===== config.mk =====
export PLATFORM = sky130hd
export DESIGN_NAME = bus_target_port
export DESIGN_NICKNAME = d
export VERILOG_FILES = /design/src/rtl/bus_pkg.sv /design/src/rtl/bus_wait_timer.sv /design/src/rtl/bus_target_port.sv
export SDC_FILE = /design/constraint.sdc
export NUM_CORES = 1
export LEC_CHECK = 0
export BUFFER_PORTS_ARGS = -buffer_cell sky130_fd_sc_hd__buf_2
export CAP_MARGIN = 10
export CORE_MARGIN = 2
export CORE_UTILIZATION = 60
export DETAILED_ROUTE_END_ITERATION = 7
export PLACE_DENSITY = 0.83
export SLEW_MARGIN = 20
export SYNTH_ARGS = -nofsm -noshare
export SYNTH_HDL_FRONTEND = slang
export SYNTH_SLANG_ARGS = --single-unit
export TNS_END_PERCENT = 50

===== constraint.sdc =====
create_clock -name clk -period 5.6 [get_ports clk]
set_input_delay 0.84 -clock clk [delete_from_list [all_inputs] [get_ports clk]]
set_output_delay 0.84 -clock clk [all_outputs]
set_load 0.03 [all_outputs]

===== src/rtl/bus_pkg.sv =====
// Shared system-bus definitions: target FSM encoding, framing constants and the
// counter sizing helper used by the serial target and its wait timer.
package bus_pkg;

    typedef enum logic [2:0] {
        IDLE  = 3'd0,
        ADDR  = 3'd1,
        WDATA = 3'd2,
        MEM   = 3'd3,
        RESP  = 3'd4
    } bus_tgt_state_t;

    localparam logic BUS_RW_WRITE   = 1'b1;
    localparam logic BUS_STATUS_OK  = 1'b1;
    localparam logic BUS_STATUS_ERR = 1'b0;

    // Width that holds any bit index of a frame field and any wait count up to TIMEOUT.
    function automatic int bus_cnt_w(input int addr_w, input int data_w, input int timeout);
        int m;
        m = (addr_w > data_w) ? addr_w : data_w;
        m = (timeout + 1 > m) ? timeout + 1 : m;
        return (m > 1) ? $clog2(m) : 1;
    endfunction

endpackage


===== src/rtl/bus_wait_timer.sv =====
// Counts cycles spent waiting on the local memory port and flags the last
// permitted cycle; TIMEOUT = 0 disables expiry entirely.
module bus_wait_timer #(
    parameter int TIMEOUT = 255,
    parameter int CNT_W   = 8
) (
    input  logic clk,
    input  logic rst,
    input  logic i_load,
    input  logic i_count,
    output logic o_expire
);

    // TIMEOUT = 0 wraps this to all ones, but w_enabled gates it out.
    localparam logic [CNT_W-1:0] LAST    = CNT_W'(TIMEOUT - 1);
    localparam logic [CNT_W-1:0] CNT_ONE = CNT_W'(1);

    logic             w_enabled;
    logic [CNT_W-1:0] r_cnt;

    assign w_enabled = (TIMEOUT != 0) ? 1'b1 : 1'b0;

    // Wait counter: cleared while loading, advances while counting, parks at LAST.
    always_ff @(posedge clk or posedge rst) begin
        if (rst) begin
            r_cnt <= '0;
        end else if (i_load) begin
            r_cnt <= '0;
        end else if (i_count && w_enabled && (r_cnt != LAST)) begin
            r_cnt <= r_cnt + CNT_ONE;
        end else begin
            r_cnt <= r_cnt;
        end
    end

    assign o_expire = w_enabled & i_count & (r_cnt == LAST);

endmodule


===== src/rtl/bus_target_port.sv =====
// Bit-serial bus target: deserialises a read/write request frame, performs one
// access on the local request/ready port and serialises status (+ read data) back.
module bus_target_port
    import bus_pkg::*;
#(
    parameter int ADDR_W  = 8,
    parameter int DATA_W  = 8,
    parameter int TIMEOUT = 255
) (
    input  logic              clk,
    input  logic              rst,
    input  logic              m_valid,
    input  logic              m_data,
    output logic              s_valid,
    output logic              s_data,
    output logic              busy,
    output logic              mem_req,
    output logic              mem_we,
    output logic [ADDR_W-1:0] mem_addr,
    output logic [DATA_W-1:0] mem_wdata,
    input  logic              mem_ready,
    input  logic [DATA_W-1:0] mem_rdata
);

    localparam int CNT_W = bus_cnt_w(ADDR_W, DATA_W, TIMEOUT);

    localparam logic [2:0] ST_IDLE  = IDLE;
    localparam logic [2:0] ST_ADDR  = ADDR;
    localparam logic [2:0] ST_WDATA = WDATA;
    localparam logic [2:0] ST_MEM   = MEM;
    localparam logic [2:0] ST_RESP  = RESP;

    localparam logic [CNT_W-1:0] ADDR_LAST = CNT_W'(ADDR_W - 1);
    localparam logic [CNT_W-1:0] DATA_LAST = CNT_W'(DATA_W - 1);
    localparam logic [CNT_W-1:0] CNT_ONE   = CNT_W'(1);

    logic [2:0]        r_state;
    logic [CNT_W-1:0]  r_cnt;
    logic              r_rw;
    logic [ADDR_W-1:0] r_addr;
    logic [DATA_W-1:0] r_wdata;
    logic [DATA_W-1:0] r_rdata;
    logic              r_status;
    logic              r_resp_last;
    logic              r_mem_req;
    logic              r_mem_we;
    logic              r_s_valid;
    logic              r_s_data;
    logic              r_busy;

    logic [2:0]        w_state_nxt;
    logic [CNT_W-1:0]  w_cnt_nxt;
    logic              w_rw_nxt;
    logic [ADDR_W-1:0] w_addr_nxt;
    logic [DATA_W-1:0] w_wdata_nxt;
    logic [DATA_W-1:0] w_rdata_nxt;
    logic              w_status_nxt;
    logic              w_resp_last_nxt;
    logic              w_mem_req_nxt;
    logic              w_mem_we_nxt;
    logic              w_s_valid_nxt;
    logic              w_s_data_nxt;
    logic              w_busy_nxt;

    logic              w_timer_load;
    logic              w_timer_count;
    logic              w_expire;

    assign w_timer_load  = (r_state != ST_MEM);
    assign w_timer_count = (r_state == ST_MEM);

    bus_wait_timer #(
        .TIMEOUT (TIMEOUT),
        .CNT_W   (CNT_W)
    ) u_wait_timer (
        .clk      (clk),
        .rst      (rst),
        .i_load   (w_timer_load),
        .i_count  (w_timer_count),
        .o_expire (w_expire)
    );

    // Next-state and next-output logic; every output register is loaded from here.
    always_comb begin
        w_state_nxt     = r_state;
        w_rw_nxt        = r_rw;
        w_addr_nxt      = r_addr;
        w_wdata_nxt     = r_wdata;
        w_rdata_nxt     = r_rdata;
        w_status_nxt    = r_status;
        w_resp_last_nxt = r_resp_last;
        w_s_valid_nxt   = 1'b0;
        w_s_data_nxt    = 1'b0;

        case (r_state)
            ST_IDLE: begin
                if (m_valid) begin
                    w_rw_nxt    = m_data;
                    w_state_nxt = ST_ADDR;
                end else begin
                    w_state_nxt = ST_IDLE;
                end
            end
            ST_ADDR: begin
                if (!m_valid) begin
                    w_state_nxt = ST_IDLE;
                end else begin
                    w_addr_nxt = {r_addr[ADDR_W-2:0], m_data};
                    if (r_cnt == ADDR_LAST) begin
                        w_state_nxt = (r_rw == BUS_RW_WRITE) ? ST_WDATA : ST_MEM;
                    end else begin
                        w_state_nxt = ST_ADDR;
                    end
                end
            end
            ST_WDATA: begin
                if (!m_valid) begin
                    w_state_nxt = ST_IDLE;
                end else begin
                    w_wdata_nxt = {r_wdata[DATA_W-2:0], m_data};
                    if (r_cnt == DATA_LAST) begin
                        w_state_nxt = ST_MEM;
                    end else begin
                        w_state_nxt = ST_WDATA;
                    end
                end
            end
            ST_MEM: begin
                // A ready in the final permitted cycle still wins over the timeout.
                if (r_mem_req && mem_ready) begin
                    w_rdata_nxt     = (r_rw == BUS_RW_WRITE) ? r_rdata : mem_rdata;
                    w_status_nxt    = BUS_STATUS_OK;
                    w_resp_last_nxt = (r_rw == BUS_RW_WRITE);
                    w_s_valid_nxt   = 1'b1;
                    w_s_data_nxt    = BUS_STATUS_OK;
                    w_state_nxt     = ST_RESP;
                end else if (w_expire) begin
                    w_status_nxt    = BUS_STATUS_ERR;
                    w_resp_last_nxt = 1'b1;
                    w_s_valid_nxt   = 1'b1;
                    w_s_data_nxt    = BUS_STATUS_ERR;
                    w_state_nxt     = ST_RESP;
                end else begin
                    w_state_nxt = ST_MEM;
                end
            end
            ST_RESP: begin
                if (r_resp_last) begin
                    w_resp_last_nxt = 1'b0;
                    w_state_nxt     = ST_IDLE;
                end else begin
                    w_s_valid_nxt   = 1'b1;
                    w_s_data_nxt    = r_rdata[DATA_W-1];
                    w_rdata_nxt     = {r_rdata[DATA_W-2:0], 1'b0};
                    w_resp_last_nxt = (r_cnt == DATA_LAST);
                    w_state_nxt     = ST_RESP;
                end
            end
            default: begin
                w_state_nxt = ST_IDLE;
            end
        endcase

        if (w_state_nxt == ST_MEM) begin
            w_mem_req_nxt = 1'b1;
            w_mem_we_nxt  = r_rw;
        end else begin
            w_mem_req_nxt = 1'b0;
            w_mem_we_nxt  = 1'b0;
        end

        if ((w_state_nxt != r_state) || (r_state == ST_IDLE)) begin
            w_cnt_nxt = '0;
        end else begin
            w_cnt_nxt = r_cnt + CNT_ONE;
        end

        // busy already drops while the final response bit is on the line.
        w_busy_nxt = (w_state_nxt != ST_IDLE) && !((w_state_nxt == ST_RESP) && w_resp_last_nxt);
    end

    // State and output registers.
    always_ff @(posedge clk or posedge rst) begin
        if (rst) begin
            r_state     <= ST_IDLE;
            r_cnt       <= '0;
            r_rw        <= 1'b0;
            r_addr      <= '0;
            r_wdata     <= '0;
            r_rdata     <= '0;
            r_status    <= 1'b0;
            r_resp_last <= 1'b0;
            r_mem_req   <= 1'b0;
            r_mem_we    <= 1'b0;
            r_s_valid   <= 1'b0;
            r_s_data    <= 1'b0;
            r_busy      <= 1'b0;
        end else begin
            r_state     <= w_state_nxt;
            r_cnt       <= w_cnt_nxt;
            r_rw        <= w_rw_nxt;
            r_addr      <= w_addr_nxt;
            r_wdata     <= w_wdata_nxt;
            r_rdata     <= w_rdata_nxt;
            r_status    <= w_status_nxt;
            r_resp_last <= w_resp_last_nxt;
            r_mem_req   <= w_mem_req_nxt;
            r_mem_we    <= w_mem_we_nxt;
            r_s_valid   <= w_s_valid_nxt;
            r_s_data    <= w_s_data_nxt;
            r_busy      <= w_busy_nxt;
        end
    end

    assign s_valid   = r_s_valid;
    assign s_data    = r_s_data;
    assign busy      = r_busy;
    assign mem_req   = r_mem_req;
    assign mem_we    = r_mem_we;
    assign mem_addr  = r_addr;
    assign mem_wdata = r_wdata;

endmodule


* Yosys cells after proc, flatten, opt, wreduce, memory -nomap -nowiden
Cells that the tools add are included.
Storage, ports and cells: word-level logic and storage cells 74, register bits 50, output and inout port bits 21, input port bits 13
Cells by class: reduce and logical (&&, ||, !) cells 14, eq/ne operators 14, add/subtract/negate cells 2, bitwise gates (word level) 1, mux-type cells 30
Operators with widths (number):
- $mux 8 | 6
- $add 8x1->8 const B | 2
- $pmux 8 s2 | 1
- $pmux 3 s5 | 1
- $mux 1 | 13
- $eq 3x2->1 const B | 3
- $mux 3 | 3
- $eq 8x3->1 const B | 1
- $eq 8x8->1 const B | 1
- $ne 8x8->1 const B | 1
- $eq 3x3->1 const B | 2
- $mux 2 | 3
- $ne 2x2->1 const B | 3
- $pmux 1 s2 | 3
- $reduce_and 2->1 | 3
- $logic_and 1x1->1 | 4
- $reduce_and 4->1 | 1
- $reduce_bool 2->1 | 2
- $eq 3x1->1 const B | 1
- $logic_not 3->1 | 1
- $ne 3x2->1 const B | 1
- $ne 3x3->1 | 1
- $reduce_bool 3->1 | 1
- $and 1x1->1 | 1
- other kinds (2) | 2

* Longest topological paths before layout
depth in word-level cells 9, mapped depth 7, mapped depth without buffers 6

* Hierarchy
A second synthesis with hierarchy kept.
Second synthesis, totals: cell total of the unflattened synthesis 218, area total of the unflattened synthesis 2494.9 um^2
By module, submodules not included:
- bus_target_port | sequential area each 1051.0 um^2, times used 1, cells each 168, area an instance 1988.2 um^2
- bus_wait_timer | sequential area each 200.2 um^2, times used 1, cells each 50, area an instance 506.7 um^2

* Worst setup path after synthesis
Ideal clock, no wire load.
kind input -> register, from in m_valid, to reg r_busy, in the netlist busy, data arrival time 1760 ps, data required time 5474 ps, path slack 3714 ps, library setup time 126 ps, buffers on the path 1, stages on the path 5, cells stage by stage and4bb_2 -> buf_4 -> a41oi_1 -> inv_1 -> a311o_1
Between the ends: word-level cells in the longest chain between the ends 6, elaborated cells between the ends (all ways) 9, those cells by class 1 x eq/ne; 4 x mux; 4 x reduce/logical
RTL lines:
- start, declared | RTL line bus_target_port.sv:12 | input logic m_valid,
- $mux 2 (tied with other cells) | RTL line bus_target_port.sv:117 | if (!m_valid) begin
- $pmux 3 s5 * | RTL line bus_target_port.sv:95 | case (r_state)
- $eq 3x3->1 | RTL line bus_target_port.sv:179 | w_busy_nxt = (w_state_nxt != ST_IDLE) && !((w_state_nxt == ST_RESP) && w_resp_last_nxt);
- $logic_and 1x1->1 | RTL line bus_target_port.sv:179
- $logic_not 1->1 | RTL line bus_target_port.sv:179
- $logic_and 1x1->1 * | RTL line bus_target_port.sv:179
- net w_busy_nxt | RTL line bus_target_port.sv:63 | logic w_busy_nxt;
- end signal, assigned | RTL line bus_target_port.sv:211 | r_busy <= w_busy_nxt;
- end, declared | RTL line bus_target_port.sv:49 | logic r_busy;
Mark *: on every way through the listed nets, which the timed path passes. The rest lies on a longest branch. A chain may end at the register's enable or synchronous reset.

* Worst setup path after layout
from reg r_state[1], to reg r_rdata[2]
Between the ends: word-level cells in the longest chain between the ends 3, elaborated cells between the ends (all ways) 8, those cells by class 5 x eq/ne; 1 x mux; 2 x reduce/logical
RTL lines:
- start, declared | RTL line bus_target_port.sv:37 | logic [2:0] r_state;
- start signal, assigned | RTL line bus_target_port.sv:199 | r_state <= w_state_nxt;
- $eq 3x2->1 or $eq 3x3->1 (tied branches) | RTL line bus_target_port.sv:95
- $ne 2x2->1 (no line) or $reduce_bool 2->1 (tied branches)
- $reduce_and 4->1 (no line)
- end signal, assigned | RTL line bus_target_port.sv:204 | r_rdata <= w_rdata_nxt;
- end, declared | RTL line bus_target_port.sv:42 | logic [DATA_W-1:0] r_rdata;
Parallel ways exist; a longest one is shown, timed or not.

==> results.toml <==
[outcome]
status = "finished clean"

[clock_network]
cts_max_path_buffers = 2
ctsResizeCount = 0
cts_tree = "yes"
ctsRootBufferMaster = "clkbuf_8"
clock_latency_ns = 0.30
cts_hold_buf = 0
clk_pin_slew_ns = 0.09
clock-sinks = 50
cts_setup_buffers = 0
htree_levels = 2
cts_made_buffers = 5

[routing]
drtIter0Drc = 81
drc = 0
dr.pass1.iters = 4
drt_wl_total_um = 4410
ant_nets = 0
vias = 1669
via_per_inst = 5.78
avgRoutedWirePerCell_um = 15.2

[worst_setup_path]
crit_chain = "nand3b_1 -> o22ai_2 -> mux2_2"
worstPathMaxFanout = 14
slowest_delay_ns = 0.59
critPathKind = "reg2reg"
critPathArrivalTime_ns = 2.27
worst_setup_path_start_kind = "flop"
cp.required_ns = 5.79
cp-end-kind = "flop"
slowest_stage = "dfrtp_1"

[place]
io_buffers = 33
place.gp.congestion = 0.871
place_hpwl_um = 3220
dpl.cell_count = 281

[floorplan]
core_area_um2 = 3970
ios = 34
num_rows = 23
die_w_um = 67.8
die_y_um = 67.8
dieArea_um2 = 4600
start_util_pct = 61.5

[cells_and_area]
final_cell_mix = "50 x dfrtp_1, 33 x buf_2, 30 x mux2_2, 14 x nand2_1, 13 x nor2_1"
instances_no_fill = 289
diodes = 0
layout_commonest_cell = "dfrtp_1"
synthToLayoutAreaGrowth_pct = 12.0
layout-drive-gt1-share_pct = 33.9
fillers = 298
nNetsFinal = 254

[timing]
timing.fmax_ghz = 0.481
tightestPinTransition_ns = 0.822
rsz0062_at_grt = "false"
slew-limit-headroom_pct = 45.1
post-route-period-util_pct = 37.1
fin_crit_ns = 2.08
setup_viol = 0
slew_viol_final = 0
clock_skew_ns = 0.00498
setup_tns_ns = 0
finalHoldViolCount = 0

[synthesis]
ys_warn_count = 0
synth_nets = 222
synth_top_area_cell = "dfrtp_1"
synth_top_area_share_pct = 51.2
synth_area_leaders = "dfrtp_1 51%, mux2_2 14%, a211oi_1 2.8%, xor2_1 2.5%, nand2_1 2.2%"
synth_cell_types = 49
ys_seq_elements = 50
yosysSeqAreaShare_pct = 51.2
synth_edf_count = 0
syn_area_um2 = 2440
synth.avg_cell_area_um2 = 11.9
synthFlopType = "dfrtp_1"
synthArstFlopShare_pct = 100
syn_inst = 206

[job]
drv_cap = 0

[hold_path]
hold_class = "reg2reg"

[grt]
gr-total-overflow = 0
grt_use_total_pct = 22.4
grt_pass1_wl_um = 7600
grt_pass1_vias = 1610
grt_max_degree = 51
antenna_found_initial = 0

[power]
power.total_uw = 771
worst_ir_drop_vdd_mv = 0.219
leakage_uw = 0.00133
p_per_area_nw_per_um2 = 282
worst max-delay path: cells and delay by family, from the launching register on:
kind / cells / cell delay (ns)
compound gates: 1 / 0.54
flops: 1 / 0.59
mux: 1 / 0.40
simple gates: 1 / 0.43
cells in the mapped netlist, drive strengths merged, types with 2 or more instances:
cell type,number
dfrtp,50
mux2,30
nand2,14
nor2,13
a211oi,9
buf,7
xor2,7
inv,6
a21oi,5
nand3,5
o21ai,5
o22ai,5
nand4,4
nor2b,4
xnor2,4
ha,3
or3b,3
and4,2
clkbuf,2
mux2i,2
nand3b,2
nor3,2
o2111ai,2
o21bai,2
sequential cells by signal, indices dropped and copies added (netlist names):
signal	count
mem_req	1
r_rw	1
mem_addr	8
r_rdata	8
mem_wdata	8
u_wait_timer.r_cnt	8
busy	1
r_resp_last	1
s_data	1
r_state	3
mem_we	1
r_cnt	8
s_valid	1
layout make-up:
class	count	area [µm²]	area share, %
sequential	50	1250	45.7
multi-input combinational	141	1120	40.8
tap	50	62.6	2.29
clock inverter	2	37.5	1.37
inverter	6	23.8	0.869
timing repair buffer	34	173	6.31
clock buffer	6	72.6	2.65
metal layers:
metal / part of all wire [%] / track usage (%) / vias to the layer above
met5: 0 / 0 / -
met1: 45 / 30.7 / 812
li1: - / - / 812
met3: 3.9 / 4.33 / 9
met2: 49 / 34.9 / 36
met4: 2.0 / 10.0 / 0
where the power goes:
| group | leakage (µW) | total (µW) | internal (µW) | switching, µW |
|---|---|---|---|---|
| Combinational | 0.000604 | 121 | 43.1 | 77.6 |
| Clock | 0.0000514 | 247 | 133 | 114 |
| Sequential | 0.000670 | 403 | 386 | 17.2 |
cells by family (layout without fill, tap and decap cells):
group	Yosys count	count (layout)	synth area share, %
buffers and inverters	15	48	3.07
DFF	50	50	51.2
and+or+nand+nor	59	59	14.4
adders and majority gates	3	3	1.54
muxes	32	32	14.7
xor gates and xnor gates	11	11	3.94
AOI/OAI and AO/OA	36	36	11.1
path summary, 6_finish.rpt:
check / cells after the start / from / end / slack [ns]
min reg2reg: 1 / r_rdata[7] / s_data / 0.49
max in group asynchronous: 2 / rst / r_cnt[7] / 4.45
max: 3 / r_state[1] / r_rdata[2] / 3.52
max reg2reg: 3 / r_state[1] / r_rdata[2] / 3.52
min in group asynchronous: 2 / rst / r_rdata[3] / 0.66
min: 1 / r_rdata[7] / s_data / 0.49
metrics by stage:
step | util (%) | worst slack (ns) | hold WS (ns) | area [µm²]
3_3_place_gp | 66.1 | 3.48 | 0.462 | 2630
4_1_cts | 68.9 | 3.56 | 0.483 | 2740
5_1_grt | 68.9 | 3.37 | 0.505 | 2740
6_report | 68.9 | 3.52 | 0.490 | 2740
2_1_floorplan | - | 3.56 | 0.444 | 2440
3_5_place_dp | 66.1 | 3.39 | 0.463 | 2630
No activity file was read; power rests on OpenSTA's default activity.
